--- src/rtl/hash_pkg.sv ---
// Shared constants and FSM encoding for the multiplicative (h*33 + word) hash engine.
package hash_pkg;
    localparam int          WORD_W   = 32;
    localparam logic [31:0] SEED_DEF = 32'd5381;

    typedef enum logic [2:0] {
        S_IDLE = 3'd0,
        S_WAIT = 3'd1,
        S_MIX  = 3'd2,
        S_ACC  = 3'd3,
        S_DONE = 3'd4
    } state_t;
endpackage

--- src/rtl/hash_engine_add.sv ---
// 32-bit combinational adder; the carry out is dropped so sums wrap modulo 2^32.
module hash_engine_add
    import hash_pkg::*;
(
    input  logic [WORD_W-1:0] a_i,
    input  logic [WORD_W-1:0] b_i,
    output logic [WORD_W-1:0] sum_o
);
    assign sum_o = a_i + b_i;
endmodule

--- src/rtl/hash_engine.sv ---
// Word-serial hash: h = h*33 + word, split into a MIX (h + h<<5) and an ACC (+word)
// cycle that share a single adder.
module hash_engine
    import hash_pkg::*;
#(
    parameter logic [31:0] SEED = SEED_DEF
) (
    input  logic              Clk,
    input  logic              Reset,
    input  logic              Start,
    input  logic [WORD_W-1:0] DataIn,
    input  logic              DataValid,
    input  logic              DataLast,
    output logic              DataReady,
    output logic              Busy,
    output logic              Done,
    output logic [WORD_W-1:0] HashOut
);
    state_t            state_q, state_d;
    logic [WORD_W-1:0] h_q, h_d;
    logic [WORD_W-1:0] word_q, word_d;
    logic              last_q, last_d;
    logic [WORD_W-1:0] add_a, add_b, add_sum;

    hash_engine_add u_add (
        .a_i   (add_a),
        .b_i   (add_b),
        .sum_o (add_sum)
    );

    always_ff @(posedge Clk) begin
        if (Reset) begin
            state_q <= S_IDLE;
            h_q     <= '0;
            word_q  <= '0;
            last_q  <= 1'b0;
        end else begin
            state_q <= state_d;
            h_q     <= h_d;
            word_q  <= word_d;
            last_q  <= last_d;
        end
    end

    always_comb begin
        state_d   = state_q;
        h_d       = h_q;
        word_d    = word_q;
        last_d    = last_q;
        add_a     = h_q;
        add_b     = h_q << 5;
        DataReady = 1'b0;
        Done      = 1'b0;
        unique case (state_q)
            S_IDLE: begin
                if (Start) begin
                    h_d     = SEED;
                    state_d = S_WAIT;
                end
            end
            S_WAIT: begin
                DataReady = 1'b1;
                if (DataValid) begin
                    word_d  = DataIn;
                    last_d  = DataLast;
                    state_d = S_MIX;
                end
            end
            S_MIX: begin
                h_d     = add_sum;
                state_d = S_ACC;
            end
            S_ACC: begin
                // Second pass through the shared adder adds the latched word.
                add_b   = word_q;
                h_d     = add_sum;
                state_d = last_q ? S_DONE : S_WAIT;
            end
            S_DONE: begin
                Done    = 1'b1;
                state_d = S_IDLE;
            end
            default: state_d = S_IDLE;
        endcase
    end

    assign Busy    = (state_q != S_IDLE);
    assign HashOut = h_q;
endmodule

--- config.mk ---
export PLATFORM = sky130hd
export DESIGN_NAME = hash_engine
export DESIGN_NICKNAME = d
export VERILOG_FILES = /design/src/rtl/hash_pkg.sv /design/src/rtl/hash_engine_add.sv /design/src/rtl/hash_engine.sv
export SDC_FILE = /design/constraint.sdc
export NUM_CORES = 1
export LEC_CHECK = 0
export CORE_MARGIN = 2
export CORE_UTILIZATION = 35
export DETAILED_ROUTE_END_ITERATION = 7
export SETUP_SLACK_MARGIN = 0.05
export SKIP_CTS_REPAIR_TIMING = 1
export SYNTH_ARGS = -nofsm -noshare
export SYNTH_HDL_FRONTEND = slang
export SYNTH_SLANG_ARGS = --single-unit
--- constraint.sdc ---
create_clock -name Clk -period 5.5 [get_ports Clk]
set_clock_uncertainty 0.1 [all_clocks]
set_input_delay 0.825 -clock Clk [delete_from_list [all_inputs] [get_ports Clk]]
set_output_delay 0.825 -clock Clk [all_outputs]
set_load 0.05 [all_outputs]
==> impl_metrics.yaml <==
setup_path:
  reg2reg_depth: 16
  path_max_fanout: 20
  end_kind: "flip-flop"
  reg2reg_to: "HashOut[28]"
  critPathArrivalTime_ns: 4.32
  r2r-start: "state_q[1]"
  crit_required_ns: 5.64
  criticalPathCategory: "reg -> reg"
  start_kind: "flip-flop"
  r2r_slack_ns: 1.32
floorplan:
  coreArea_um2: 12100
  rows: 40
  dieWidth_um: 116
  die_h_um: 116
  dieArea_um2: 13400
  io_pins: 72
  start_util: 0.361
cells_and_area:
  final_nets: 656
  postLayoutCellArea_um2: 5510
  drive_gt1_frac: 0.104
  diodes: 0
  syn2layout_area_growth_pct: 25.9
cts:
  path_clk_slew_ns: 0.06
  cts_buffers: 9
  cts_root_buf: "clkbuf_16"
  cts_tree: "built"
  clock_sinks: 68
  insertion_delay_ns: 0.35
  cts.htree.levels: 3
  clk_path_buf_depth: 2
synth:
  synth_common_cells: "nand2_1, dfxtp_1, a21oi_1, ha_1, clkbuf_1"
  synth_area_leader_cell: "dfxtp_1"
  synthSimpleGateAreaFrac: 0.170
  mappedNetlistArea_um2: 4380
  yosys.area.top_type_share: 0.311
  synth-xor-area-share: 0.0601
  post-synth-top-count-cell: "nand2_1"
  yosysWarnings: 0
  synth_area_per_cell_um2: 8.33
  ys.flop_type: "dfxtp_1"
  synth-compound-area-share: 0.242
  synthMuxAreaShare: 0.0738
  synthArstFlopShare: 0
  synth-edff-count: 0
  yosys-top-cells-area: "dfxtp_1, ha_1, nand2_1, a21oi_1, mux2_2"
  postSynthCellCount: 525
  synth_top_family_by_area: "compound AO/OA/AOI/OAI gates"
  synthAdderAreaFrac: 0.110
  netlist-cell-type-count: 55
  yosys_register_bits: 68
  syn_nets: 600
  yosysSeqAreaShare: 0.311
sta:
  fmaxAchievable_ghz: 0.239
  min_period_ns: 4.18
  grt_setup_unrepaired: "false"
  fin_crit_sh: 0.761
  drv_slew: 0
  max_slew_margin: 0.326
  hold_violations: 0
  tightest_slew_ns: 1.01
  setup_viol: 0
  fin_tns_setup_ns: 0
outcome:
  outcome: "complete, no violations"
placed_design:
  dp_hpwl_um: 8510
  finalWeightedCongestion: 0.854
  place_area_um2: 5200
  numPortBuffers: 71
drt:
  firstDrtPassIters: 4
  avgRoutedWirePerCell_um: 15.4
  vias_per_cell: 5.08
  wl_um: 11600
  final_antenna_net_count: 0
  drt-initial-drc-count: 254
  drc: 0
  vias: 3827
worst_hold_path:
  hold_path_depth: 2
  min_from: "word_q[29]"
  hold_end: "word_q[29]"
  hold_path_class: "reg -> reg"
grt:
  grt_max_degree: 54
  grt_pass1_wl_um: 19000
  grt.overflow.total: 0
  antenna_found_initial: 0
  grt_usage: 0.182
  grt_pass1_vias: 3767
pwr:
  ir_worst_vdd_v: 0.000141
  p_leak_nw: 2.39
  p_per_area_nw_per_um2: 237
flow_run:
  drv_cap: 0
[through the flow]
stage | utilization | setup WS (ns) | power, mW | hold WS (ns) | cells
2_1_floorplan | - | 1.68 | 0.655 | 0.332 | 525
3_3_place_gp | 0.430 | 1.44 | 0.724 | 0.346 | 738
3_5_place_dp | 0.430 | 1.33 | 0.725 | 0.348 | 738
4_1_cts | 0.455 | 1.30 | 1.32 | 0.355 | 754
5_1_grt | 0.455 | 0.929 | 1.36 | 0.378 | 754
6_report | 0.455 | 1.32 | 1.30 | 0.355 | 754
[metal layers]
layer	part of all wire	global-route usage	wire length, um	vias to the layer above
li1	-	-	-	1986
met5	0	0	0	-
met1	0.50	0.252	5820	1761
met2	0.44	0.281	5160	68
met4	0.014	0.0556	165	0
met3	0.039	0.0439	455	12
[worst max-delay path, stage by stage (launching register included)]
cell	delay [ns]
dfxtp_1	0.51
nor2b_1	0.19
buf_4	0.23
nand2_1	0.25
buf_4	0.33
mux2_2	0.32
ha_1	0.32
and3_1	0.17
a211oi_2	0.21
a21oi_1	0.13
o21ba_1	0.22
nor2_4	0.12
o21bai_2	0.11
a311oi_2	0.36
a21boi_1	0.13
xor2_1	0.15
a22o_1	0.19
[cell families (layout without fill, tap and decap cells)]
family | count (synthesis) | after routing
and+or+nand+nor | 166 | 166
AOI/OAI and AO/OA | 157 | 157
DFF | 68 | 68
adders and majority gates | 38 | 38
buffers and inverters | 37 | 98
xor gates and xnor gates | 30 | 30
muxes | 29 | 29
[final cells by class]
| class | count | area (um2) |
|---|---|---|
| clock buffer | 10 | 239 |
| clock inverter | 6 | 63.8 |
| fill | 1254 | 6600 |
| inverter | 6 | 22.5 |
| multi-input combinational | 420 | 2870 |
| sequential | 68 | 1360 |
| tap | 168 | 210 |
| timing repair buffer | 76 | 743 |
[where the power goes]
group	internal (mW)	total [mW]	switching [mW]
Sequential	0.511	0.529	0.0182
Combinational	0.0767	0.185	0.108
Clock	0.362	0.591	0.229
[registers in the layout (all words and copies together), names as in the netlist]
signal	flops
word_q	32
last_q	1
HashOut	32
state_q	3
[worst max-delay path by stage]
stage / start / end / slack, ns / cells after the start
finish: state_q[1] / HashOut[28] / 1.32 / 16
global route: state_q[1] / HashOut[31] / 0.93 / 16
detailed placement: state_q[1] / HashOut[28] / 1.33 / 16
global placement: state_q[1] / HashOut[28] / 1.44 / 16
floorplan: state_q[2] / HashOut[28] / 1.68 / 17
CTS: state_q[1] / HashOut[28] / 1.30 / 16
[cell usage in the layout, fill, tap and decap left out, types with 5 or more instances in the layout]
cell type / count
a21o_1: 19
nand3_1: 10
nor3_1: 5
nand2_1: 90
and3_1: 7
clkbuf_16: 9
o21ai_0: 11
nor2b_1: 6
nor2_1: 26
xor2_1: 12
nand4_1: 5
clkdlybuf4s50_1: 70
a211oi_1: 5
a21oi_1: 66
a22o_1: 16
inv_1: 6
a22oi_1: 8
ha_1: 37
mux2_2: 26
buf_4: 5
dfxtp_1: 68
xnor2_1: 18
(Power assumes the default switching activity.)
